[config.mk]
export PLATFORM = sky130hd
export DESIGN_NAME = midi_tx_sched
export DESIGN_NICKNAME = d
export VERILOG_FILES = /design/src/rtl/midi_pkg.sv /design/src/rtl/midi_rr_arbiter.sv /design/src/rtl/midi_tx_sched.sv
export SDC_FILE = /design/constraint.sdc
export NUM_CORES = 1
export LEC_CHECK = 0
export CORE_ASPECT_RATIO = 0.75
export CORE_UTILIZATION = 47
export CTS_CLUSTER_DIAMETER = 50
export DETAILED_ROUTE_END_ITERATION = 12
export GPL_ROUTABILITY_DRIVEN = 0
export PLACE_DENSITY = 0.95
export SETUP_SLACK_MARGIN = 0.02
export SLEW_MARGIN = 40
export SYNTH_ARGS = -nofsm -noshare
export SYNTH_HDL_FRONTEND = slang
export SYNTH_HIERARCHICAL = 1
export SYNTH_SLANG_ARGS = --single-unit
[constraint.sdc]
create_clock -name clk -period 5.07 [get_ports clk]
set_input_delay 1.014 -clock clk [delete_from_list [all_inputs] [get_ports clk]]
set_output_delay 1.014 -clock clk [all_outputs]
set_load 0.05 [all_outputs]
[src/rtl/midi_pkg.sv]
// Shared MIDI scheduler definitions: FSM states, status-byte range constants
// and the status-to-message-length decode used by the transmit scheduler.
package midi_pkg;

    typedef enum logic [2:0] {
        IDLE,
        SEND_ST,
        SEND_D1,
        SEND_D2,
        DONE
    } midi_state_e;

    localparam logic [7:0] ST_VOICE_LO  = 8'h80;
    localparam logic [7:0] ST_3B_HI     = 8'hBF;
    localparam logic [7:0] ST_2B_LO     = 8'hC0;
    localparam logic [7:0] ST_2B_HI     = 8'hDF;
    localparam logic [7:0] ST_BEND_LO   = 8'hE0;
    localparam logic [7:0] ST_VOICE_HI  = 8'hEF;
    localparam logic [7:0] ST_SYSCOM_LO = 8'hF0;
    localparam logic [7:0] ST_SYSCOM_HI = 8'hF7;
    localparam logic [7:0] ST_MTC_QF    = 8'hF1;
    localparam logic [7:0] ST_SONG_POS  = 8'hF2;
    localparam logic [7:0] ST_SONG_SEL  = 8'hF3;

    localparam logic [1:0] LEN_1 = 2'd1;
    localparam logic [1:0] LEN_2 = 2'd2;
    localparam logic [1:0] LEN_3 = 2'd3;

    function automatic logic midi_is_voice(input logic [7:0] st);
        return (st >= ST_VOICE_LO) && (st <= ST_VOICE_HI);
    endfunction

    function automatic logic midi_is_syscom(input logic [7:0] st);
        return (st >= ST_SYSCOM_LO) && (st <= ST_SYSCOM_HI);
    endfunction

    // Data bytes (< 0x80) and undefined system bytes travel alone.
    function automatic logic [1:0] midi_msg_len(input logic [7:0] st);
        logic [1:0] len;
        len = LEN_1;
        if ((st >= ST_VOICE_LO) && (st <= ST_3B_HI)) begin
            len = LEN_3;
        end else if ((st >= ST_2B_LO) && (st <= ST_2B_HI)) begin
            len = LEN_2;
        end else if ((st >= ST_BEND_LO) && (st <= ST_VOICE_HI)) begin
            len = LEN_3;
        end else if (st == ST_SONG_POS) begin
            len = LEN_3;
        end else if ((st == ST_MTC_QF) || (st == ST_SONG_SEL)) begin
            len = LEN_2;
        end
        return len;
    endfunction

endpackage

[src/rtl/midi_rr_arbiter.sv]
// Round-robin arbiter: combinational one-hot grant searching from last winner + 1.
// Zero latency to grant; pointer moves only when the grant is taken (i_take).
module midi_rr_arbiter #(
    parameter int N_REQ = 4,
    localparam int IW   = (N_REQ > 1) ? $clog2(N_REQ) : 1
) (
    input  logic             clk,
    input  logic             rst,
    input  logic [N_REQ-1:0] i_req,
    input  logic             i_take,
    output logic [N_REQ-1:0] o_grant,
    output logic [IW-1:0]    o_grant_idx,
    output logic             o_grant_vld
);

    logic [IW-1:0]    r_last;
    logic [IW-1:0]    w_cand;
    logic [IW-1:0]    w_idx;
    logic             w_found;
    logic [N_REQ-1:0] w_grant;

    always_comb begin
        w_cand  = '0;
        w_idx   = '0;
        w_found = 1'b0;
        w_grant = '0;
        for (int k = 1; k <= N_REQ; k++) begin
            w_cand = IW'((int'(r_last) + k) % N_REQ);
            if (!w_found && i_req[w_cand]) begin
                w_found = 1'b1;
                w_idx   = w_cand;
            end
        end
        if (w_found) begin
            w_grant[w_idx] = 1'b1;
        end
    end

    // Reset to the top index so requester 0 is searched first.
    always_ff @(posedge clk or negedge rst) begin
        if (!rst) begin
            r_last <= IW'(N_REQ - 1);
        end else if (i_take && w_found) begin
            r_last <= w_idx;
        end
    end

    assign o_grant     = w_grant;
    assign o_grant_idx = w_idx;
    assign o_grant_vld = w_found;

endmodule

[src/rtl/midi_tx_sched.sv]
// Schedules N_REQ MIDI message requesters onto one UART byte stream, with running status.
// First byte valid 1 clk after grant; tx_data/tx_valid hold while tx_ready is low.
module midi_tx_sched
    import midi_pkg::*;
#(
    parameter int N_REQ          = 4,
    parameter int RUNNING_STATUS = 1,
    localparam int IW            = (N_REQ > 1) ? $clog2(N_REQ) : 1
) (
    input  logic                  clk,
    input  logic                  rst,
    input  logic [N_REQ-1:0]      req,
    input  logic [N_REQ-1:0][7:0] msg_status,
    input  logic [N_REQ-1:0][7:0] msg_d1,
    input  logic [N_REQ-1:0][7:0] msg_d2,
    output logic [N_REQ-1:0]      ack,
    output logic [7:0]            tx_data,
    output logic                  tx_valid,
    input  logic                  tx_ready,
    output logic                  busy
);

    midi_state_e r_state;
    midi_state_e w_state_nxt;

    logic [7:0]       r_st;
    logic [7:0]       r_d1;
    logic [7:0]       r_d2;
    logic [IW-1:0]    r_idx;
    logic [1:0]       r_len;
    logic [7:0]       r_rs;
    logic             r_rs_vld;

    logic [N_REQ-1:0] w_grant;
    logic [IW-1:0]    w_grant_idx;
    logic             w_grant_vld;
    logic             w_take;
    logic             w_accept;
    logic [7:0]       w_sel_st;
    logic             w_skip_st;

    midi_rr_arbiter #(
        .N_REQ(N_REQ)
    ) u_arb (
        .clk        (clk),
        .rst        (rst),
        .i_req      (req),
        .i_take     (w_take),
        .o_grant    (w_grant),
        .o_grant_idx(w_grant_idx),
        .o_grant_vld(w_grant_vld)
    );

    assign w_take    = (r_state == IDLE) && w_grant_vld;
    assign w_accept  = tx_valid && tx_ready;
    assign w_sel_st  = msg_status[w_grant_idx];
    // Running status only ever holds a voice status, the voice check guards stray matches.
    assign w_skip_st = (RUNNING_STATUS != 0) && r_rs_vld && (r_rs == w_sel_st)
                       && midi_is_voice(w_sel_st);

    always_ff @(posedge clk or negedge rst) begin
        if (!rst) begin
            r_state <= IDLE;
        end else begin
            r_state <= w_state_nxt;
        end
    end

    always_comb begin
        w_state_nxt = r_state;
        case (r_state)
            IDLE: begin
                if (w_take) begin
                    w_state_nxt = w_skip_st ? SEND_D1 : SEND_ST;
                end
            end
            SEND_ST: begin
                if (w_accept) begin
                    w_state_nxt = (r_len == LEN_1) ? DONE : SEND_D1;
                end
            end
            SEND_D1: begin
                if (w_accept) begin
                    w_state_nxt = (r_len == LEN_3) ? SEND_D2 : DONE;
                end
            end
            SEND_D2: begin
                if (w_accept) begin
                    w_state_nxt = DONE;
                end
            end
            DONE:    w_state_nxt = IDLE;
            default: w_state_nxt = IDLE;
        endcase
    end

    always_ff @(posedge clk or negedge rst) begin
        if (!rst) begin
            r_st  <= '0;
            r_d1  <= '0;
            r_d2  <= '0;
            r_idx <= '0;
            r_len <= LEN_1;
        end else if (w_take) begin
            r_st  <= w_sel_st;
            r_d1  <= msg_d1[w_grant_idx];
            r_d2  <= msg_d2[w_grant_idx];
            r_idx <= w_grant_idx;
            r_len <= midi_msg_len(w_sel_st);
        end
    end

    // System common cancels running status; realtime bytes pass through it untouched.
    always_ff @(posedge clk or negedge rst) begin
        if (!rst) begin
            r_rs     <= '0;
            r_rs_vld <= 1'b0;
        end else if ((r_state == SEND_ST) && w_accept) begin
            if (midi_is_voice(r_st)) begin
                r_rs     <= r_st;
                r_rs_vld <= 1'b1;
            end else if (midi_is_syscom(r_st)) begin
                r_rs     <= '0;
                r_rs_vld <= 1'b0;
            end
        end
    end

    always_comb begin
        tx_valid = 1'b0;
        tx_data  = 8'h00;
        ack      = '0;
        case (r_state)
            SEND_ST: begin
                tx_valid = 1'b1;
                tx_data  = r_st;
            end
            SEND_D1: begin
                tx_valid = 1'b1;
                tx_data  = r_d1;
            end
            SEND_D2: begin
                tx_valid = 1'b1;
                tx_data  = r_d2;
            end
            DONE:    ack[r_idx] = 1'b1;
            default: ;
        endcase
    end

    assign busy = (r_state != IDLE);

endmodule

Yosys cells after proc, flatten, opt, wreduce, memory -nomap -nowiden

Index checks and enable logic that the tools add are counted.
Widths: inputs -> output; s select.

Bits in registers: 42
Bits of input ports: 103
Output and inout port bits: 14
Logic and storage cells: 114

Add/sub/neg operators: 4
$lt $le $gt $ge: 17
Equal/unequal tests: 14
Mux-type cells: 44
Reduce and logical (&&, ||, !) cells: 26

Operators with widths:

| kind                | count |
|---|---|
| $bmux 8 s2          | 3 |
| $ge 8x8->1 const B  | 5 |
| $le 8x8->1 const B  | 5 |
| $mux 8              | 5 |
| $eq 8x8->1 const B  | 3 |
| $pmux 8 s3          | 1 |
| $mux 2              | 10 |
| $lt 2x3->1 const B  | 6 |
| $mux 3              | 6 |
| $logic_and 1x1->1   | 16 |
| $mux 1              | 12 |
| $pmux 3 s4          | 1 |
| $bmux 1 s2          | 4 |
| $eq 8x8->1          | 1 |
| $eq 3x2->1 const B  | 2 |
| $ne 2x2->1 const B  | 3 |
| $add 2x1->2 const B | 2 |
| $add 2x2->2 const B | 2 |
| $mux 4              | 1 |
| $reduce_and 4->1    | 1 |
| $eq 3x1->1 const B  | 1 |
| $eq 3x3->1 const B  | 1 |
| $logic_not 1->1     | 3 |
| $logic_not 3->1     | 1 |
| other kinds (10)    | 10 |

Depth between registers and ports, before layout

Depth after elaboration: 22
Gate-level depth with buffers: 10
Gate-level depth less buffers: 8

Hierarchy

The synthesis kept the hierarchy.

Modules (own cells, without submodules):

| module          | times used | cells each | area an instance (µm²) | sequential area each (µm²) |
|---|---|---|---|---|
| midi_tx_sched   | 1          | 201        | 2,517.4                | 1,002.2 |
| midi_rr_arbiter | 1          | 26         | 252.7                  | 52.6 |

Least setup slack after synthesis

OpenSTA, ideal clock, no wires.

Path type: input to register
From: input req[2]
To: register r_state[0]
Setup time: 0.142 ns
Arrival: 2.915 ns
Data required time: 4.928 ns
Path slack: 2.012 ns
Stages: 9
Path buffers: 1
Cells stage by stage: nand2b_1 o22a_1 nand2_1 buf_6 mux4_2 xnor2_2 nand4_1 a2111oi_2 a211oi_1

Cells in the longest elaborated chain, start to end: 20
Elaborated cells between the ends (all ways): 36
Classes of those cells: order compare: 2; eq/ne: 2; mux: 21; reduce/logical: 11

RTL lines:

| item                                        | line                                | RTL |
|---|---|---|
| start, declared                             | midi_tx_sched.sv:12                 | `input logic [N_REQ-1:0] req,` |
| $bmux 1 s2                                  | midi_rr_arbiter.sv:29               | `if (!w_found && i_req[w_cand]) begin` |
| $mux 1 (implied by the code)                | midi_rr_arbiter.sv:29               |  |
| $mux 1                                      | midi_rr_arbiter.sv:29               |  |
| $logic_not 1->1                             | midi_rr_arbiter.sv:29               |  |
| $logic_and 1x1->1                           | midi_rr_arbiter.sv:29               |  |
| $mux 1                                      | midi_rr_arbiter.sv:29               |  |
| $logic_not 1->1                             | midi_rr_arbiter.sv:29               |  |
| $logic_and 1x1->1                           | midi_rr_arbiter.sv:29               |  |
| [4 not listed]                              | --                                  |  |
| named net w_grant_idx[0]                    | midi_tx_sched.sv:35                 | `logic [IW-1:0] w_grant_idx;` |
| $bmux 8 s2 (*)                              | midi_tx_sched.sv:56                 | `assign w_sel_st = msg_status[w_grant_idx];` |
| $mux 8 (implied by the code) (*)            | midi_tx_sched.sv:56                 |  |
| $ge 8x8->1 (tied with other cells)          | midi_pkg.sv:30                      | `return (st >= ST_VOICE_LO) && (st <= ST_VOICE_HI);` |
| $logic_and 1x1->1, on equally long branches | midi_pkg.sv:30, midi_tx_sched.sv:58 |  |
| $logic_and 1x1->1 (*)                       | midi_tx_sched.sv:59                 | `&& midi_is_voice(w_sel_st);` |
| $mux 2 (*)                                  | midi_tx_sched.sv:74                 | `w_state_nxt = w_skip_st ? SEND_D1 : SEND_ST;` |
| $mux 3 (*)                                  | midi_tx_sched.sv:73                 | `if (w_take) begin` |
| $pmux 3 s4 (*)                              | midi_tx_sched.sv:71                 | `case (r_state)` |
| end signal, assigned                        | midi_tx_sched.sv:65                 | `r_state <= w_state_nxt;` |
| end, declared                               | midi_tx_sched.sv:23                 | `midi_state_e r_state;` |

The timed path passes the listed nets; every way through them passes the cells marked *. The select of a mux whose other input is x is not followed.
A chain may end at the register's enable or synchronous reset.

Worst setup path after layout

From: register r_state[0]
To: output tx_data[3]

Cells in the longest elaborated chain, start to end: 2
Elaborated cells between the ends (all ways): 4
Classes of those cells: eq/ne: 3; mux: 1

RTL lines:

| item                                     | line                 | RTL |
|---|---|---|
| $eq 3x2->1 or $eq 3x1->1 (tied branches) | midi_tx_sched.sv:133 | `case (r_state)` |
| $pmux 8 s3 (*)                           | midi_tx_sched.sv:133 |  |
| end, declared                            | midi_tx_sched.sv:17  | `output logic [7:0] tx_data,` |

Every way passes the cells marked *; elsewhere a longest branch is shown, timed or not.

==> impl_metrics.toml <==
[yosys]
synthesis_warning_total = 6
synth_cells = 222
syn_area_mm2 = 0.00274
syn_avg_cell_area_um2 = 12.3
synth_nets = 325

[final_layout]
final_nets = 433
final_core_util_pct = 73.3
final_common_cell = "sky130_fd_sc_hd__clkdlybuf4s50_1"
layout.cells.most_common_list = "sky130_fd_sc_hd__clkdlybuf4s50_1 (115), sky130_fd_sc_hd__dfrtp_1 (39), sky130_fd_sc_hd__mux2_2 (32)"
areaGrowthSynthToFinish_pct = 46.5
proportion_of_layout_cells_with_a_drive_suffix_above_1_pct = 24.2
final_cell_area_mm2 = 0.00401
antenna_cells_inserted = 0

[timing]
final-setup-viol-count = 0
rsz0062_at_grt = "false"
final_hold_fails = 0
final.hold.worst_slack_ns = 0.489
final-max-slew-violation-count = 0
achievable-frequency_mhz = 257
post-route-period-util_pct = 76.8
worst-slew-pin-transition_ns = 0.698
finalWorstPathRequiredPeriod_ns = 3.89
tns_ns = 0
fin_worst_skew_ns = 0.00653
max-slew-margin-rel_pct = 53.4
final.setup.worst_slack_ns = 1.18

[grt]
grt_start_max_net_pins = 43
vias_in_the_first_global_route = 2425
antenna_found_initial = 0
first_pass_grt_wire_length_mm = 11.9
global_route.usage.total_pct = 25.4
globalRoute.totalOverflow = 0

[clocking]
cts_repair_resize_count = 0
cts.clk_slew.worst_paths_ns = 0.07
cts_max_level = 2
root_buffer = "sky130_fd_sc_hd__clkbuf_8"
ctsHoldBuffers = 0
cts-buffers-inserted = 5
clk-insertion-delay-late_ns = 0.29
clockBufferDepth = 2
cts.repair_timing.setup_buffer_count = 0
cts_sinks = 42
cts_tree = "built"

[worst_setup_path]
worstPathMaxFanout = 16
cp.arrival_ns = 2.88
critical_path.endpoint_type = "output port"
cp_slowest_cell = "sky130_fd_sc_hd__clkdlybuf4s50_1"
crit_path_cell_trace = "nor2b_1 -> a22oi_1 -> nor2_1 -> clkdlybuf4s50_1"
path_class = "reg -> out"
worstSetupStartpointType = "flop"
timing.reg2reg.worst_path_depth = 8
critical_path.max_stage_delay_ns = 0.83
cp_data_required_time_ns = 4.06

[min_path]
worstHoldPathType = "reg -> reg"
hold_depth = 1

[detailed_routing]
wirelength_mm = 7.22
count_of_nets_left_with_antenna_violations_after_detail_routing = 0
wire_per_inst_um = 17.8
drcViolationCount = 0
detailedRoute.firstPassIterationCount = 4
dr_total_vias = 2311
1st_iter_drt_viols = 169
avg_vias_per_cell = 5.69

[pwr]
power_density_mw_per_mm2 = 563
total_leakage_power_nw = 1.55
vdd_ir_drop_max_uv = 337

[die]
initial_utilization_pct = 50.0
ports = 117
die_w_um = 90.1
die_height_um = 68.1
floorplan.rows = 23
core_mm2 = 0.00547
die-area_mm2 = 0.00613

[placed_design]
dpl_cell_area_mm2 = 0.00392
buffer_ports.inserted = 116
detailed_place_hpwl_mm = 5.74
preCtsSetupSlack_ns = 1.09

[outcome]
status = "completed"

[run]
cap_viol_max_count = 0
## through the flow
stage | instances | total power (W)
floorplan | 222 | 0.00167
global placement | 398 | 0.00200
detailed placement | 398 | 0.00205
CTS | 406 | 0.00226
global route | 406 | 0.00239
finish | 406 | 0.00226
## sequential cells by signal, indices dropped and copies added, names as in the netlist
name and flops:
r_rs_vld 1, u_arb/r_last 2, r_st 8, r_state 3
r_d2 8, r_len 2, r_rs 8, r_idx 2
r_d1 8
## worst max-delay path: cells and delay by family (launching register included)
kind	cells	cell delay, ns
AOI/OAI and AO/OA	1	0.20
and+or+nand+nor	2	0.83
DFF	1	0.72
buffers and inverters	1	0.83
## layout make-up
type | instances | area [um^2]
Clock buffer | 8 | 80.1
Inverter | 2 | 7.51
Sequential cell | 42 | 1050
Timing Repair Buffer | 118 | 1170
Multi-Input combinational cell | 161 | 1600
Tap cell | 75 | 93.8
Fill cell | 387 | 1460
## path summary, 6_finish.rpt
kind,from,to,slack [ns]
max in group asynchronous,rst,r_len[0],4.01
max reg2reg,u_arb/r_last[1],r_state[0],2.10
max,r_state[0],tx_data[3],1.18
min reg2reg,r_rs_vld,r_rs_vld,0.49
min in group asynchronous,rst,r_d2[7],0.70
min,r_rs_vld,r_rs_vld,0.49
## power breakdown
| part | switching [W] | internal, W | total [W] |
|---|---|---|---|
| Clock | 0.000106 | 0.0000978 | 0.000203 |
| Sequential | 0.000185 | 0.000513 | 0.000698 |
| Combinational | 0.000675 | 0.000682 | 0.00136 |
## per-layer routing
layer	routed length [um]	part of all wire [%]	track usage, %	vias up
met5	0	0	0	-
met1	2920	40	32.8	1120
met2	3610	50	43.7	121
met4	103	1.4	8.47	0
li1	-	-	-	1060
met3	586	8.1	5.22	10
Power figures use the tool's default switching activity.
